--- src/rtl/pipe_pkg.sv ---
`default_nettype none
// ============================================================================
//  Module   : pipe_pkg
//  Purpose  : Shared constants and types for the fetch/decode hold logic:
//             NOP encoding, pipeline state encoding, default control width.
//  Revision : 1.0  initial release
// ============================================================================
package pipe_pkg;

  localparam logic [31:0] NOP_INSTR  = 32'h0000_0000;
  localparam int          CTRL_W_DEF = 10;

  typedef enum logic [1:0] {
    ST_RUN   = 2'd0,
    ST_STALL = 2'd1,
    ST_FLUSH = 2'd2
  } state_t;

endpackage
`default_nettype wire

--- src/rtl/fetch_hold_ctrl_if.sv ---
`default_nettype none
// ============================================================================
//  Module   : fetch_hold_ctrl_if
//  Purpose  : Hazard/branch controls, fetch word and decode bundle going into
//             the fetch hold controller, plus its PC, IF/ID, ID/EX and status
//             outputs. Optional macro PERF_CNT_EN adds the perf counters.
//  Revision : 1.0  initial release
// ============================================================================
interface fetch_hold_ctrl_if #(
  parameter int CTRL_W = pipe_pkg::CTRL_W_DEF
);
  logic              hold_pc;
  logic              hold_if_id;
  logic              bubble_sel;
  logic              branch_taken;
  logic [31:0]       branch_target;
  logic [31:0]       imem_instr;
  logic [CTRL_W-1:0] id_ctrl_in;
  logic [31:0]       pc;
  logic [31:0]       if_id_pc4;
  logic [31:0]       if_id_instr;
  logic              if_id_valid;
  logic [CTRL_W-1:0] id_ex_ctrl;
  logic [1:0]        state;
  logic              stall_err;
`ifdef PERF_CNT_EN
  logic [31:0]       perf_stalls;
  logic [31:0]       perf_flushes;
`endif

  // Driver side: hazard detector, decode stage and instruction memory
  modport master (
    output hold_pc, hold_if_id, bubble_sel, branch_taken, branch_target,
    output imem_instr, id_ctrl_in,
`ifdef PERF_CNT_EN
    input  perf_stalls, perf_flushes,
`endif
    input  pc, if_id_pc4, if_id_instr, if_id_valid, id_ex_ctrl, state, stall_err
  );

  // Controller side
  modport slave (
    input  hold_pc, hold_if_id, bubble_sel, branch_taken, branch_target,
    input  imem_instr, id_ctrl_in,
`ifdef PERF_CNT_EN
    output perf_stalls, perf_flushes,
`endif
    output pc, if_id_pc4, if_id_instr, if_id_valid, id_ex_ctrl, state, stall_err
  );
endinterface
`default_nettype wire

--- src/rtl/pipe_reg.sv ---
`default_nettype none
// ============================================================================
//  Module   : pipe_reg
//  Purpose  : Pipeline register with load enable, synchronous clear (only
//             when enabled) and asynchronous reset to RESET_VAL.
//  Revision : 1.0  initial release
// ============================================================================
module pipe_reg #(
  parameter int               WIDTH     = 32,
  parameter logic [WIDTH-1:0] RESET_VAL = '0
) (
  input  wire logic             clk,
  input  wire logic             rst_n,
  input  wire logic             en,
  input  wire logic             clr,
  input  wire logic [WIDTH-1:0] d,
  output logic      [WIDTH-1:0] q
);

  // Hold when disabled; clear wins over load when enabled
  always_ff @(posedge clk or negedge rst_n) begin
    if (!rst_n)   q <= RESET_VAL;
    else if (en)  q <= clr ? RESET_VAL : d;
  end

endmodule
`default_nettype wire

--- src/rtl/fetch_hold_ctrl.sv ---
`default_nettype none
// ============================================================================
//  Module   : fetch_hold_ctrl
//  Purpose  : Owns PC, IF/ID and ID/EX control registers; applies load-use
//             holds/bubbles and branch redirect/flush. Tracks RUN/STALL/FLUSH
//             and flags over-long stall runs. Optional macro PERF_CNT_EN
//             adds saturating stall-cycle and redirect counters.
//  Revision : 1.0  initial release
// ============================================================================
module fetch_hold_ctrl
  import pipe_pkg::*;
#(
  parameter logic [31:0] RESET_PC  = 32'h0000_0000,
  parameter int          CTRL_W    = CTRL_W_DEF,
  parameter int          MAX_STALL = 4
) (
  input wire logic         clk,
  input wire logic         rst_n,
  fetch_hold_ctrl_if.slave bus
);

  localparam int CNT_W = $clog2(MAX_STALL + 2);
  localparam logic [CNT_W-1:0] CNT_SAT = CNT_W'(MAX_STALL + 1);

  logic [31:0]      pc_q;
  logic [31:0]      pc_plus4;
  logic             redirect;
  state_t           state_q;
  logic [CNT_W-1:0] stall_cnt;
  logic             stall_err_q;
  logic [64:0]      if_id_q;

  assign pc_plus4 = pc_q + 32'd4;                  // wraps modulo 2^32
  assign redirect = bus.branch_taken & ~bus.hold_pc; // a held PC ignores branches

  // PC: hold > branch redirect > sequential
  always_ff @(posedge clk or negedge rst_n) begin
    if (!rst_n)             pc_q <= RESET_PC;
    else if (bus.hold_pc)   pc_q <= pc_q;
    else if (redirect)      pc_q <= bus.branch_target;
    else                    pc_q <= pc_plus4;
  end

  // IF/ID: {valid, pc4, instr}; a redirect squashes the wrong-path fetch
  pipe_reg #(
    .WIDTH     (65),
    .RESET_VAL ({1'b0, 32'h0, NOP_INSTR})
  ) u_if_id (
    .clk   (clk),
    .rst_n (rst_n),
    .en    (~bus.hold_if_id),
    .clr   (redirect),
    .d     ({1'b1, pc_plus4, bus.imem_instr}),
    .q     (if_id_q)
  );

  // ID/EX control: bubble inserts all-zero control, unrelated to branches
  pipe_reg #(
    .WIDTH     (CTRL_W),
    .RESET_VAL ('0)
  ) u_id_ex (
    .clk   (clk),
    .rst_n (rst_n),
    .en    (1'b1),
    .clr   (bus.bubble_sel),
    .d     (bus.id_ctrl_in),
    .q     (bus.id_ex_ctrl)
  );

  // Pipeline state, stall-run counter and sticky stall error
  always_ff @(posedge clk or negedge rst_n) begin
    if (!rst_n) begin
      state_q     <= ST_RUN;
      stall_cnt   <= '0;
      stall_err_q <= 1'b0;
    end else begin
      case (state_q)
        ST_RUN, ST_STALL, ST_FLUSH: begin
          if (bus.hold_pc)           state_q <= ST_STALL;
          else if (bus.branch_taken) state_q <= ST_FLUSH;
          else                       state_q <= ST_RUN;
        end
        default:                     state_q <= ST_RUN;
      endcase
      if (bus.hold_pc) begin
        if (stall_cnt != CNT_SAT) stall_cnt <= stall_cnt + CNT_W'(1);
        if (stall_cnt >= CNT_W'(MAX_STALL)) stall_err_q <= 1'b1;
      end else begin
        stall_cnt <= '0;
      end
    end
  end

`ifdef PERF_CNT_EN
  logic [31:0] perf_stalls_q;
  logic [31:0] perf_flushes_q;

  // Saturating counts of held-PC cycles and accepted redirects
  always_ff @(posedge clk or negedge rst_n) begin
    if (!rst_n) begin
      perf_stalls_q  <= 32'h0;
      perf_flushes_q <= 32'h0;
    end else begin
      if (bus.hold_pc && perf_stalls_q != 32'hFFFF_FFFF)
        perf_stalls_q <= perf_stalls_q + 32'd1;
      if (redirect && perf_flushes_q != 32'hFFFF_FFFF)
        perf_flushes_q <= perf_flushes_q + 32'd1;
    end
  end

  assign bus.perf_stalls  = perf_stalls_q;
  assign bus.perf_flushes = perf_flushes_q;
`endif

  assign bus.pc          = pc_q;
  assign bus.if_id_valid = if_id_q[64];
  assign bus.if_id_pc4   = if_id_q[63:32];
  assign bus.if_id_instr = if_id_q[31:0];
  assign bus.state       = state_q;
  assign bus.stall_err   = stall_err_q;

endmodule
`default_nettype wire

--- src/flat_wrapper.sv ---
// flat-port wrapper written by rule: the top's interface ports become plain ports
module fetch_hold_ctrl_flat import pipe_pkg::*;
#(
  parameter logic [31:0] RESET_PC  = 32'h0000_0000,
  parameter int          CTRL_W    = CTRL_W_DEF,
  parameter int          MAX_STALL = 4
)
  (clk, rst_n, bus_hold_pc, bus_hold_if_id, bus_bubble_sel, bus_branch_taken, bus_branch_target, bus_imem_instr, bus_id_ctrl_in, bus_pc, bus_if_id_pc4, bus_if_id_instr, bus_if_id_valid, bus_id_ex_ctrl, bus_state, bus_stall_err);
  fetch_hold_ctrl_if #(.CTRL_W(CTRL_W)) bus_i ();
  input wire logic clk;
  input wire logic rst_n;
  input wire logic [$bits(bus_i.hold_pc)-1:0] bus_hold_pc;
  input wire logic [$bits(bus_i.hold_if_id)-1:0] bus_hold_if_id;
  input wire logic [$bits(bus_i.bubble_sel)-1:0] bus_bubble_sel;
  input wire logic [$bits(bus_i.branch_taken)-1:0] bus_branch_taken;
  input wire logic [$bits(bus_i.branch_target)-1:0] bus_branch_target;
  input wire logic [$bits(bus_i.imem_instr)-1:0] bus_imem_instr;
  input wire logic [$bits(bus_i.id_ctrl_in)-1:0] bus_id_ctrl_in;
  output wire logic [$bits(bus_i.pc)-1:0] bus_pc;
  output wire logic [$bits(bus_i.if_id_pc4)-1:0] bus_if_id_pc4;
  output wire logic [$bits(bus_i.if_id_instr)-1:0] bus_if_id_instr;
  output wire logic [$bits(bus_i.if_id_valid)-1:0] bus_if_id_valid;
  output wire logic [$bits(bus_i.id_ex_ctrl)-1:0] bus_id_ex_ctrl;
  output wire logic [$bits(bus_i.state)-1:0] bus_state;
  output wire logic [$bits(bus_i.stall_err)-1:0] bus_stall_err;
  assign bus_i.hold_pc = bus_hold_pc;
  assign bus_i.hold_if_id = bus_hold_if_id;
  assign bus_i.bubble_sel = bus_bubble_sel;
  assign bus_i.branch_taken = bus_branch_taken;
  assign bus_i.branch_target = bus_branch_target;
  assign bus_i.imem_instr = bus_imem_instr;
  assign bus_i.id_ctrl_in = bus_id_ctrl_in;
  assign bus_pc = bus_i.pc;
  assign bus_if_id_pc4 = bus_i.if_id_pc4;
  assign bus_if_id_instr = bus_i.if_id_instr;
  assign bus_if_id_valid = bus_i.if_id_valid;
  assign bus_id_ex_ctrl = bus_i.id_ex_ctrl;
  assign bus_state = bus_i.state;
  assign bus_stall_err = bus_i.stall_err;
  fetch_hold_ctrl #(.RESET_PC(RESET_PC), .CTRL_W(CTRL_W), .MAX_STALL(MAX_STALL)) u_core (.clk(clk), .rst_n(rst_n), .bus(bus_i));
endmodule
--- config.mk ---
export PLATFORM = sky130hd
export DESIGN_NAME = fetch_hold_ctrl_flat
export DESIGN_NICKNAME = d
export VERILOG_FILES = /design/src/rtl/pipe_pkg.sv /design/src/rtl/fetch_hold_ctrl_if.sv /design/src/rtl/pipe_reg.sv /design/src/rtl/fetch_hold_ctrl.sv /design/src/flat_wrapper.sv
export SDC_FILE = /design/constraint.sdc
export NUM_CORES = 1
export LEC_CHECK = 0
export BUFFER_PORTS_ARGS = -buffer_cell sky130_fd_sc_hd__buf_2
export CORE_ASPECT_RATIO = 0.5
export CORE_UTILIZATION = 49
export CTS_CLUSTER_SIZE = 12
export DETAILED_ROUTE_END_ITERATION = 8
export HOLD_SLACK_MARGIN = 0.15
export PLACE_DENSITY = 0.8
export RECOVER_POWER = 100
export SYNTH_ARGS = -nofsm -noshare
export SYNTH_HDL_FRONTEND = slang
export SYNTH_SLANG_ARGS = --single-unit
--- constraint.sdc ---
create_clock -name clk -period 2.55 [get_ports clk]
set_clock_uncertainty 0.1 [all_clocks]
set_input_delay 0.51 -clock clk [delete_from_list [all_inputs] [get_ports clk]]
set_output_delay 0.51 -clock clk [all_outputs]
set_load 0.02 [all_outputs]
# [Word level (Yosys, flattened, before mapping)]
# Index checks and enable logic that the tools add are counted.
[totals] out_inout_bits=110 mem_bits_rw=0 latchBits=0 input_bits=80 mem_bits_ro=0 memories=0 ff_bits=113
[classes] order_cmp=1 div_mod_pow=0 addsub=2 eq_ne=4 n_shift=0 bitwise_logic=2 multipliers=0 n_mux=8 reduce_logical=3
[op_table] op="$mux W65" count=1
[op_table] op="$add A32 B3 Y32 const B" count=1
[op_table] op="$mux W32" count=1
[op_table] op="$mux W10" count=1
[op_table] op="$mux W2" count=3
[op_table] op="$mux W3" count=2
[op_table] op="$add A3 B1 Y3 const B" count=1
[op_table] op="$ge A3 B3 Y1 const B" count=1
[op_table] op="$ne A3 B3 Y1 const B" count=1
[op_table] op="$reduce_or A3 Y1" count=1
[op_table] op="$eq A2 B1 Y1 const B" count=1
[op_table] op="$eq A2 B2 Y1 const B" count=1
[op_table] op="$logic_not A2 Y1" count=1
[op_table] op="$ne A2 B1 Y1 const B" count=1
[op_table] op="$reduce_and A2 Y1" count=1
[op_table] op="$and A1 B1 Y1" count=1
[op_table] op="$not A1 Y1" count=1

# [Logic depth before layout (Yosys ltp)]
# Gate-level depths: netlist of run 1.
[logic_depth] depth_word=3 depth_mapped=7

# [Hierarchy]
# From an unflattened synthesis of run 1, not the netlist that was laid out.
[hier_totals] cells_unflattened=649 hier_area_um2=6104.6
[modules_own_cells] module="fetch_hold_ctrl" cells_each=326 n_inst=1 seq_area_each_um2=950.9 area_per_inst_um2=2857.7
[modules_own_cells] module="pipe_reg at u_core.u_if_id" cells_each=281 n_inst=1 seq_area_each_um2=1626.6 area_per_inst_um2=2815.2
[modules_own_cells] module="pipe_reg at u_core.u_id_ex" cells_each=42 n_inst=1 seq_area_each_um2=250.2 area_per_inst_um2=431.7

# [Worst setup path after synthesis of run 1]
# OpenSTA, ideal clock, no wires.
[synth_path] kind="register to register" from="register u_core.pc_q[12] (netlist: u_core.bus.pc[12])" to="register u_core.pc_q[30] (netlist: u_core.bus.pc[30])" arrival_ns=1.924 period_less_slack_ns=2.104 slack_ns=0.446 stages_incl_launch_ff=7 path_cell_list="dfrtp_1 -> buf_2 -> nand4_2 -> or2_4 -> or4_4 -> a21oi_2 -> a2bb2oi_1"
[synth_between] elab_chain_cells=2
[synth_rtl] element="start, declared" line_no="fetch_hold_ctrl.sv:25" source="logic [31:0] pc_q;"
[synth_rtl] element="start signal, assigned" line_no="fetch_hold_ctrl.sv:39" source="else if (bus.hold_pc) pc_q <= pc_q;"
[synth_rtl] element="start signal, assigned" line_no="fetch_hold_ctrl.sv:40" source="else if (redirect) pc_q <= bus.branch_target;"
[synth_rtl] element="start signal, assigned" line_no="fetch_hold_ctrl.sv:41" source="else pc_q <= pc_plus4;"
[synth_rtl] element="$add A32 B3 Y32" line_no="fetch_hold_ctrl.sv:33" source="assign pc_plus4 = pc_q + 32'd4;"
[synth_rtl] element="$mux W32" line_no="fetch_hold_ctrl.sv:40"
# Every way passes these cells.
# A chain may end at the register's enable or synchronous reset.

# [Worst setup path in the final report of run 1]
[layout_path] from="register u_core.pc_q[5] (netlist: u_core.bus.pc[5])" to="register u_core.pc_q[27] (netlist: u_core.bus.pc[27])"
# The elaborated chain is that of the path after synthesis.

==> results of run 1 <==
-- worst register-to-register path: stages, from the launching register on --
cell and delay [ps]:
dfrtp_1 500, nand4_2 270, nor3_1 690, and4_1 360, mux2i_1 200, a21oi_1 80
-- final cells by class --
type | count | area [um^2] | share of cell area (%)
well taps | 135 | 168.9 | 2.557
diodes | 1 | 2.502 | 0.03789
repair buffers | 204 | 912.1 | 13.81
flip-flops and latches | 113 | 2828 | 42.81
clock inverters | 9 | 107.6 | 1.629
multi-input cells | 338 | 2093 | 31.69
clock buffers | 22 | 474.2 | 7.179
inverters | 5 | 18.77 | 0.2841
-- stage by stage --
stage               hold slack, ps  std cells  area, um^2  setup slack (ps)  util [%]
floorplan                    114.4        491        5105             446.0         -
global placement             344.3        794        6206             521.9     63.59
detailed placement           343.0        794        6206             453.3     63.59
CTS                          192.0        826        6798             390.6     69.65
global route                 200.3        826        6603             116.6     67.65
finish                       200.9        827        6605             218.5     67.68
-- worst paths after layout --
kind                                             to  cells past startpoint
worst max-delay path              u_core.bus.pc[27]                      5
worst min-delay path               u_core.bus.pc[0]                      3
worst max register to register    u_core.bus.pc[27]                      5
worst min register to register  u_core.bus.state[0]                      1
max in group asynchronous         u_core.bus.pc[18]                      3
min in group asynchronous         u_core.bus.pc[15]                      2
-- synth_stat cells (2+ instances only) --
library cell / number / share of area [%]
dfrtp_1: 113 / 55
nand2_1: 66 / 4.9
o21ai_0: 43 / 4.2
a22o_1: 34 / 5.8
clkbuf_1: 27 / 2.0
nor2_1: 24 / 1.8
a21oi_1: 15 / 1.5
xnor2_1: 15 / 2.6
a22oi_1: 14 / 2.1
xor2_1: 14 / 2.4
nor2b_1: 13 / 1.6
nand3_1: 12 / 1.2
mux2i_1: 11 / 2.2
nand4_1: 8 / 0.98
o22ai_1: 8 / 0.98
and3_1: 7 / 0.86
a31oi_1: 5 / 0.61
nor3_1: 5 / 0.49
buf_1: 4 / 0.29
buf_2: 4 / 0.39
inv_1: 4 / 0.29
o21ai_1: 4 / 0.39
and4_1: 3 / 0.51
ha_1: 3 / 0.74
o22a_1: 3 / 0.51
o311ai_0: 3 / 0.51
or4_4: 3 / 0.66
a2bb2oi_1: 2 / 0.34
and2_1: 2 / 0.25
mux2_2: 2 / 0.44
nand4_2: 2 / 0.49
nor3_2: 2 / 0.39
nor4_1: 2 / 0.25
o2bb2ai_1: 2 / 0.34
or2_1: 2 / 0.25
-- flip-flops by register name, indices dropped and copies added (netlist names) --
name and flops:
u_core.bus.pc 32, u_core.bus.stall_err 1, u_core.bus.state 2, u_core.stall_cnt 3
u_core.u_id_ex.q 10, u_core.u_if_id.q 65
-- repair_timing --
| action | in CTS | in global routing |
|---|---|---|
| buffers inserted | 0 | 0 |
| hold endpoints to repair | 32 | 0 |
| hold buffers | 1 | 0 |
-- routing by layer --
metal  vias to the layer above  GRT usage [%]
met5                         -              0
met4                         0          11.46
met3                        27          5.337
met2                       209          42.38
met1                      2266          36.76
li1                       2145              -
-- power groups by stage --
stage	logic, mW	registers [mW]	clock network (mW)
after global placement	1.06	2.25	0
after CTS	1.09	2.23	2.36
after global routing	1.10	2.28	2.45
final	1.02	2.25	2.32
after detailed placement	1.08	2.26	0
after floorplan	0.395	2.48	0
-- cells in the final DEF, fill, tap and decap left out, types with 3 or more instances in the layout --
cell type | Yosys | layout
nand3_1 | 12 | 12
a31oi_1 | 5 | 5
buf_4 | 0 | 7
o22ai_1 | 8 | 8
ha_1 | 3 | 3
dfrtp_1 | 113 | 113
and3_1 | 7 | 7
buf_2 | 4 | 75
nor4_1 | 2 | 3
clkbuf_8 | 0 | 3
clkbuf_1 | 27 | 119
clkinv_2 | 0 | 3
or4_1 | 1 | 4
a22oi_1 | 14 | 14
xor2_1 | 14 | 14
nor3_1 | 5 | 6
nor2b_1 | 13 | 13
clkbuf_16 | 0 | 17
nand2_1 | 66 | 66
mux2i_1 | 11 | 11
and4_1 | 3 | 3
nand4_1 | 8 | 9
clkbuf_2 | 0 | 3
o22a_1 | 3 | 3
a21oi_1 | 15 | 15
a22o_1 | 34 | 34
o311ai_0 | 3 | 3
nor2_1 | 24 | 24
xnor2_1 | 15 | 15
o21ai_0 | 43 | 45
inv_1 | 4 | 4
-- logic make-up after synthesis --
kind of cell,count (synthesis),synth area share [%]
and+or+nand+nor,155,15.20
AOI/OAI and AO/OA,138,18.06
DFF,113,55.39
buffers and inverters,40,3.039
xor gates and xnor gates,29,4.976
muxes,13,2.598
adders and majority gates,3,0.7354
==> summary.md, run 1 <==
| Metric | Value |
|---|---|
| Status | completed |
| Initial antenna violation count | 0 |
| Core area | 9759 um^2 |
| Slew headroom | 6.877% |
| Routed wire length | 14280 um |
| CTS sink count | about 110 |
| Syn Nets | roughly 570 |
| Crit path DAT | 2500 ps |
| Min-delay src | bus_branch_target[0] |
| Yosys warns | 0 |
| Slew Limit Fails | 0 |
| Drt initial violations | between 400 and 500 |
| Final TNS setup | 0 ps |
| Post-synth EDFFs | 0 |
| Measured slew at the worst slew-check pin | 1397 ps |
| CP max stage cell | nor3_1 |
| Max-Cap Viols | 0 |
| Minimum clock period | approximately 2300 ps |
| CP Launch Point | u_core.bus.pc[5] |
| Pint | approximately 3.9 mW |
| Filler instances | 850 |
| Worst-path clk slew | 50 ps |
| Startpoint types | register |
| Max Used Layer | met4 |
| Yosys cell types | 45 |
| Leak Pwr | roughly 3 nW |
| Buffers and inverters on the worst path | 0 |
| Clk Latency, worst-skew pair | approximately 400 ps |
| Drt wl/cell | 17.27 um |
| Bufs on Longest Clock Path | 2 |
| Flop2flop setup slack | 220 ps |
| CTS-repair resized insts | 0 |
| Switching power total | 1.720 mW |
| Overall power | approximately 5.6 mW |
| Number of global-route vias before repair | about 4400 |
| Final Hold Viols | 0 |
| Nets | 762 |
| Seq pwr share | 40.2% |
| Tcrit/Tclk final | about nine tenths |
| Sw frac | 30.78% |
| Num CTS Buffers | 17 |
| Pwr dens | ~850 nW/um^2 |
| Highest clock rate | between 400 and 500 MHz |
| Top_reg_cell synth | dfrtp_1 |
| CP endpoint kind | register |
| Post-Synthesis Cell Area | roughly 5000 um^2 |
| Initial cell density of the core | between 50% and 60% |
| CP max FO | 8 |
| Combinational power share | 18.2% |
| Final setup violation count | 0 |
| Layout cells sized above 1 | between 10% and 20% |
| Worst path cell trace | nand4_2 -> nor3_1 -> and4_1 -> mux2i_1 -> a21oi_1 |
| GRT Total Usage | a little over a quarter |
| Crit path max-delay family | simple AND/OR/NAND/NOR gates |
| Post-synthesis sequential element count | 113 |
| R2R Path Start | u_core.bus.pc[5] |
| First-pass iteration count of the detailed router | 5 |
| Max incr delay on CP | ~700 ps |
| Largest net degree at the start of global routing | 58 |
| Ports | 190 |
| CTS root buf | clkbuf_16 |
| Drt drc | 0 |
| Met1 wire length | between 6000 and 7000 um |
| HPWL after DPL | slightly below 10000 um |
| Met3 routed WL | ~1000 um |
| I/O Buffers | 189 |
| Horiz. Die Dim | between 100 and 150 um |
| RSZ-0062 raised after global routing | false |
| Ys async rst share | 100.0% |
| TritonCTS clock tree | yes |
| Synthesized area per cell | just over 10 um^2 |
| Max VDD drop | around 0.50 mV |
| Part of the power in the clock network | between 40% and 50% |
| First-pass GRT wire length | roughly 22000 um |
| WS Path Type | reg -> reg |
| Gate Count Post-Synth | between 400 and 500 |
| H-Tree Depth | 4 |
| Grt ovf | 0 |
| Data required, critical path | around 2700 ps |
| Register area share after synthesis | between 50% and 60% |
| Routability cong. | approximately 0.87 |
| Hold Crit Class | in -> reg |
| Post-DRT Antenna Nets | 0 |
| Height of the chip | around 74 um |
| P&R area growth vs syn | 29.39% |
| DR vias | roughly 4600 |
| Vias per cell | around 5.6 |
| Die area | between 10000 and 15000 um^2 |
| Num rows | 25 |
| WL met2 | between 6000 and 7000 um |
Note: power is estimated with default switching activity, not from simulation.
==> inputs of run 2 (changes only) <==
--- a/config.mk
+++ b/config.mk
@@ -5,9 +5,10 @@
 export SDC_FILE = /design/constraint.sdc
 export NUM_CORES = 1
 export LEC_CHECK = 0
+export ABC_AREA = 1
 export BUFFER_PORTS_ARGS = -buffer_cell sky130_fd_sc_hd__buf_2
 export CORE_ASPECT_RATIO = 0.5
-export CORE_UTILIZATION = 49
+export CORE_UTILIZATION = 50
 export CTS_CLUSTER_SIZE = 12
 export DETAILED_ROUTE_END_ITERATION = 8
 export HOLD_SLACK_MARGIN = 0.15
==> summary.md, run 2 <==
| Metric | Value |
|---|---|
| P&R area growth vs syn | 27.27% |
| Drt initial violations | 415 (-4.2%) |
| H-Tree Depth | 4 (unchanged) |
| Hold Crit Class | in -> reg |
| Yosys warns | 0 (unchanged) |
| R2R Path Start | u_core.bus.pc[4] |
| Top_reg_cell synth | dfrtp_1 |
| Fraction of the mapped netlist area in simple logic gates | 28.40% (+13 points) |
| Measured slew at the worst slew-check pin | 1280 ps (-117.0 ps) |
| Final TNS setup | 0 ps (unchanged) |
| CTS root buf | clkbuf_16 |
| Max reg flops | 65 (unchanged) |
| Area leader, netlist | dfrtp_1 |
| Status | completed |
| Final Hold Slack | 197.3 ps (-3.661 ps) |
| Vias per cell | 5.213 (-7.2%) |
| Filler instances | 923 (+8.6%) |
| First-pass GRT wire length | 22910 um (+2.7%) |
| Initial antenna violation count | 0 (unchanged) |
| Nets | 914 (+20%) |
| CP max FO | 6 (-2) |
| # diodes | 0 (-1) |
| Number of global-route vias before repair | 4805 (+10%) |
| Horiz. Die Dim | 148.3 um (+1.3%) |
| Yosys cell types | 32 (-29%) |
| Initial cell density of the core | 51.87% (-0.44 points) |
| Startpoint types | register |
| Ys async rst share | 100.0% (unchanged) |
| Largest net degree at the start of global routing | 56 (-3.4%) |
| Post-synth EDFFs | 0 (unchanged) |
| Grt ovf | 0 (unchanged) |
| Register area share after synthesis | 52.87% (-2.5 points) |
| Final Hold Viols | 0 (unchanged) |
| Height of the chip | 75.14 um (+1.3%) |
| Top reg by flops | u_core.u_if_id.q |
| WS Path Type | reg -> reg |
| Minimum clock period | 2082 ps (-249.4 ps) |
| Critical path endpoint | u_core.bus.pc[13] |
| Most frequent cells in the layout | 182 x nand2_1, 114 x clkbuf_1, 113 x dfrtp_1, 76 x buf_2, 68 x nand3_1 |
| Num CTS Buffers | 17 (unchanged) |
| Pwr dens | 836.7 nW/um^2 (-1.1%) |
| Final Util | 66.02% (-1.7 points) |
| Final setup violation count | 0 (unchanged) |
| Num rows | 26 (+4.0%) |
| Layout cells sized above 1 | 17.44% (-0.073 points) |
| Ports | 190 (unchanged) |
| Cell depth of the worst flop-to-flop path | 7 (+2) |
| Top cells by count, synth | 182 x nand2_1, 113 x dfrtp_1, 67 x nand3_1, 53 x nor2_1, 46 x inv_1 |
| GRT Total Usage | 26.82% (+0.064 points) |
| Core area | 10310 um^2 (+5.7%) |
| DR vias | 5124 (+10%) |
| Die area | 11140 um^2 (+2.6%) |
| RSZ-0062 raised after global routing | false |
| Post-DRT Antenna Nets | 0 (unchanged) |
| Compound-Gate Fraction of Synth Area | 11.49% (-6.6 points) |
| Data required, critical path | 2790 ps (+70 ps) |
| CTS sink count | 113 (unchanged) |
| Most frequent cell after synthesis | nand2_1 |
| I/O Buffers | 189 (unchanged) |
| # Post-CTS Setup Buffers | 0 (unchanged) |
| Syn Nets | 724 (+26%) |
| CTS-repair resized insts | 0 (unchanged) |
| Routed wire length | 14510 um (+1.6%) |
| Post-Synthesis Cell Area | 5349 um^2 (+4.8%) |
| Gate Count Post-Synth | 641 (+31%) |
| Synthesized area per cell | 8.345 um^2 (-20%) |
| Post-Synth XOR/XNOR Area | 0.4912% (-4.5 points) |
| Bufs on Longest Clock Path | 2 (unchanged) |
| Flop2flop setup slack | 470 ps (+250 ps) |
| Clk Latency, worst-skew pair | 410 ps (about the same) |
| Worst-path clk slew | 50 ps (about the same) |
| TritonCTS clock tree | yes |
| Leak Pwr | 3.429 nW (+17%) |
| HPWL after DPL | 10030 um (+2.8%) |
| Mux cell area share after synthesis | 0.1871% (-2.4 points) |
| Yosys top cell area share | 52.87% (-2.5 points) |
| Routability cong. | 0.9038 (+4.3%) |
| CP endpoint kind | register |
| First-pass iteration count of the detailed router | 5 (unchanged) |
| Commonest non-fill, non-tap cell in the layout | nand2_1 |
| R2R Path End | u_core.bus.pc[13] |
| Area contributors post-synth | dfrtp_1 53%, nand2_1 13%, nand3_1 6.3% |
| Post-synthesis sequential element count | 113 (unchanged) |
| Pre-CTS setup slack | 625.6 ps (+172.4 ps) |
| Highest clock rate | 480.3 MHz (+12%) |
| CP Launch Point | u_core.bus.pc[4] |
| Tcrit/Tclk final | 81.65% (-9.8 points) |
| Slew Limit Fails | 0 (unchanged) |
| Drt drc | 0 (unchanged) |
| Synth Area in Adders | 0.7018% (-0.034 points) |
| Drt wl/cell | 14.76 um (-15%) |
| Hold path depth | 3 (unchanged) |
| Crit path DAT | 2320 ps (-180 ps) |
| Worst setup margin | 468.0 ps (+249.4 ps) |
| Post-cts hold buffer count | 1 (unchanged) |
| Max-Cap Viols | 0 (unchanged) |
| Largest family of logic cells by synthesized area | simple AND/OR/NAND/NOR gates |
| Max VDD drop | 0.4446 mV (-12%) |
| Slew headroom | 14.68% (+7.8 points) |
==> run 2: cell type report <==
| type | instances | area (um^2) | share of cell area, % |
|---|---|---|---|
| Sequential cell | 113 | 2828 | 41.54 |
| Multi-Input combinational cell | 448 | 2150 | 31.58 |
| Timing Repair Buffer | 202 | 924.6 | 13.58 |
| Clock buffer | 20 | 456.7 | 6.708 |
| Inverter | 49 | 183.9 | 2.702 |
| Tap cell | 140 | 175.2 | 2.573 |
| Clock inverter | 11 | 90.09 | 1.323 |
==> run 2: report_power, final <==
group	internal (mW)	switching [mW]
sequential	2.03	0.212
combinational	0.372	0.901
clock	1.37	0.810
==> run 2: how the worst min path moves through the flow <==
stage | end | from | slack, ps
finish | u_core.u_id_ex.q[9] | bus_id_ctrl_in[9] | 200
floorplan | u_core.bus.pc[0] | rst_n | 110
CTS | u_core.u_id_ex.q[9] | bus_id_ctrl_in[9] | 190
global route | u_core.u_id_ex.q[9] | bus_id_ctrl_in[9] | 200
detailed placement | u_core.bus.stall_err | u_core.bus.stall_err | 340
global placement | u_core.bus.stall_err | u_core.bus.stall_err | 340
==> run 2: cells by family (layout without fill, tap and decap cells) <==
group,count (synthesis),in the layout
buffers and inverters,80,282
xor gates and xnor gates,3,3
adders and majority gates,3,3
AOI/OAI and AO/OA,108,108
muxes,1,1
DFF,113,113
and+or+nand+nor,333,333
==> run 2: worst max-delay path, cell delays in order, from the launching register on <==
cell	delay (ps)
dfrtp_1	460
nand2_2	70
nor2_1	600
nand2_8	160
nor2_4	150
xor2_1	260
nand3_1	110
nand3_1	90
==> run 2: layer usage <==
metal	global-route usage (%)	up-vias	share of wire, %
li1	-	2461	-
met1	33.65	2461	44
met2	46.11	177	49
met3	6.061	25	5.6
met4	11.11	0	1.5
met5	0	-	0
==> run 2: metrics by stage <==
| step | power, mW | cell area [um^2] | instances |
|---|---|---|---|
| 6_report | 5.696 | 6808 | 983 |
| 5_1_grt | 5.982 | 6808 | 983 |
| 4_1_cts | 5.820 | 7014 | 983 |
| 3_5_place_dp | 3.622 | 6457 | 951 |
| 3_3_place_gp | 3.590 | 6457 | 951 |
| 2_1_floorplan | 3.107 | 5349 | 641 |
==> inputs of run 3 (changes only) <==
--- a/config.mk
+++ b/config.mk
@@ -5,10 +5,10 @@
 export SDC_FILE = /design/constraint.sdc
 export NUM_CORES = 1
 export LEC_CHECK = 0
-export ABC_AREA = 1
+export ABC_AREA = 0
 export BUFFER_PORTS_ARGS = -buffer_cell sky130_fd_sc_hd__buf_2
 export CORE_ASPECT_RATIO = 0.5
-export CORE_UTILIZATION = 50
+export CORE_UTILIZATION = 49
 export CTS_CLUSTER_SIZE = 12
 export DETAILED_ROUTE_END_ITERATION = 8
 export HOLD_SLACK_MARGIN = 0.15
==> constraint.sdc (replaced) <==
create_clock -name clk -period 2.09 [get_ports clk]
set_clock_uncertainty 0.1 [all_clocks]
set_input_delay 0.418 -clock clk [delete_from_list [all_inputs] [get_ports clk]]
set_output_delay 0.418 -clock clk [all_outputs]
set_load 0.02 [all_outputs]
==> summary.md, run 3 (synthesis results as in run 1) <==
| Metric | Value |
|---|---|
| Status | completed |
| TritonCTS clock tree | yes |
| Slew Limit Fails | 0 (unchanged) |
| First-pass GRT wire length | 24820 um (+8.3%) |
| Data required, critical path | 2280 ps (-510 ps) |
| Pwr dens | 1027 nW/um^2 (+23%) |
| Hold Crit Class | in -> reg |
| Layout cells sized above 1 | 20.50% (+3.1 points) |
| CP max stage cell | dfrtp_1 |
| Horiz. Die Dim | 146.3 um (-1.3%) |
| Num rows | 25 (-3.8%) |
| Routed wire length | 16030 um (+10%) |
| Final setup violation count | 0 (unchanged) |
| Flip-flop and latch area | 2830 um^2 (about the same) |
| Drt drc | 0 (unchanged) |
| R2R Path End | u_core.bus.pc[20] |
| I/O Buffers | 189 (unchanged) |
| Clk Latency, worst-skew pair | 410 ps (about the same) |
| Startpoint types | register |
| Initial cell density of the core | 52.31% (+0.44 points) |
| CTS root buf | clkbuf_16 |
| CP endpoint kind | register |
| Minimum clock period | 1985 ps (-97.16 ps) |
| CTS sink count | 113 (unchanged) |
| Filler instances | 716 (-22%) |
| Final TNS setup | 0 ps (unchanged) |
| Max incr delay on CP | 460 ps (-140 ps) |
| Height of the chip | 74.18 um (-1.3%) |
| First-pass iteration count of the detailed router | 5 (unchanged) |
| Number of global-route vias before repair | 4877 (+1.5%) |
| Layout Cells excl Fill | 896 (-8.9%) |
| Area of the multi-input gates | 2120 um^2 (-1.4%) |
| Flop2flop setup slack | 110 ps (-360 ps) |
| Vias per cell | 5.548 (+6.4%) |
| Tcrit/Tclk final | 94.97% (+13 points) |
| Core area | 9759 um^2 (-5.4%) |
| Bufs on Longest Clock Path | 2 (unchanged) |
| # diodes | 0 (unchanged) |
| Inst Count DP | 819 (-14%) |
| Die area | 10860 um^2 (-2.6%) |
| H-Tree Depth | 4 (unchanged) |
| Routability cong. | 0.8847 (-2.1%) |
| HPWL after DPL | 9779 um (-2.5%) |
| Most frequent cells in the layout | 117 x clkbuf_1, 111 x dfrtp_1, 81 x buf_2, 66 x nand2_1, 45 x dlygate4sd3_1 |
| Crit path DAT | 2170 ps (-150 ps) |
| Ports | 190 (unchanged) |
| Drt wl/cell | 17.89 um (+21%) |
| Final Hold Viols | 0 (unchanged) |
| Highest clock rate | 503.8 MHz (+4.9%) |
| Worst-path clk slew | 60 ps (about the same) |
| WS Path Type | reg -> reg |
| Cell depth of the worst flop-to-flop path | 5 (-2) |
| Drt initial violations | 323 (-22%) |
| Measured slew at the worst slew-check pin | 815.9 ps (-463.9 ps) |
| Grt ovf | 0 (unchanged) |
| Most frequent CP cell | nand4_1 |
| DR vias | 4971 (-3.0%) |
| Hold path depth | 2 (-1) |
| Max reg flops | 65 (unchanged) |
| # Post-CTS Setup Buffers | 0 (unchanged) |
| Max VDD drop | 0.6659 mV (+50%) |
| Min-delay src | bus_imem_instr[17] |
| Initial antenna violation count | 0 (unchanged) |
| Commonest non-fill, non-tap cell in the layout | clkbuf_1 |
| Leak Pwr | 3.326 nW (-3.0%) |
| Slew headroom | 45.60% (+31 points) |
| Largest net degree at the start of global routing | 64 (+14%) |
| GRT Total Usage | 30.06% (+3.2 points) |
| P&R area growth vs syn | 44.95% |
| RSZ-0062 raised after global routing | false |
| Worst Hold Endpoint | u_core.u_if_id.q[17] |
| Top reg by flops | u_core.u_if_id.q |
| Post-DRT Antenna Nets | 0 (unchanged) |
| CP max FO | 6 (unchanged) |
| Max-Cap Viols | 0 (unchanged) |
| Worst path cell trace | nand4_1 -> buf_4 -> nor3_4 -> nand4_1 -> o311ai_0 |
| R2R Path Start | u_core.bus.pc[7] |
| Num CTS Buffers | 17 (unchanged) |
| Nets | 831 (-9.1%) |
## run 3: changes by cell type in the layout (fill, tap and decap cells not counted), sizes merged, moves of 9 or more
cell,previous run,this run
buf,86,108
xor2,2,14
nand4,1,10
a22o,0,34
inv,49,6
xnor2,1,15
nand2,189,66
nand3,74,12
a21oi,51,16
dlygate4sd3,1,45
mux2i,1,11
nor2,67,24
nor2b,0,13
## run 3: timing repair
| item | CTS | global route |
|---|---|---|
| setup endpoints to repair | 0 | 6 |
| resized for setup | 0 | 2 |
| hold endpoints to repair | 71 | 1 |
| hold buffers | 44 | 1 |
## run 3: critical path, delay by kind of cell (launching register included)
kind,cells,cell delay [ps]
and+or+nand+nor,3,730
AOI/OAI and AO/OA,1,350
buffers and inverters,1,210
DFF,1,460
## run 3: area by class of cell
type	instances	area share, %
tap	135	2.283
multi-input combinational	338	28.64
timing repair buffer	273	21.14
inverter	5	0.2536
clock inverter	13	3.449
clock buffer	19	5.986
sequential	113	38.25
## run 3: power by group
| part | internal (mW) | switching, mW |
|---|---|---|
| Clock | 2.39 | 1.05 |
| Sequential | 2.46 | 0.212 |
| Combinational | 0.541 | 0.944 |
## run 3: how the worst max path moves through the flow
stage / from / endpoint / slack, ps / cells after the start
after floorplan: u_core.bus.pc[3] / u_core.u_if_id.q[60] / 10 / 6
after global placement: u_core.bus.pc[6] / u_core.bus.pc[28] / 200 / 5
after detailed placement: u_core.bus.pc[6] / u_core.bus.pc[20] / 110 / 5
after CTS: u_core.bus.pc[6] / u_core.bus.pc[20] / 30 / 5
after global routing: u_core.bus.pc[3] / u_core.bus.pc[30] / 6 / 6
final: u_core.bus.pc[7] / u_core.bus.pc[20] / 110 / 5
## run 3: stage by stage
| step | power, mW | utilization (%) | instance area (um^2) | hold WS [ps] | worst slack (ps) |
|---|---|---|---|---|---|
| finish | 7.599 | 75.82 | 7400 | 160.7 | 105.1 |
| global route | 7.872 | 75.82 | 7400 | 155.3 | 6.383 |
| detailed placement | 4.167 | 66.04 | 6445 | 286.0 | 105.2 |
| global placement | 4.132 | 66.04 | 6445 | 278.8 | 203.5 |
| CTS | 7.681 | 77.71 | 7584 | 150.2 | 30.67 |
| floorplan | 3.515 | - | 5109 | 22.41 | 10.77 |
## run 3: metal layers
layer	up-vias	share of wire, %	track usage (%)
met5	-	0	0
met4	0	2.3	12.62
met3	35	7.4	7.423
met2	246	47	50.79
met1	2407	43	38.03
li1	2283	-	-
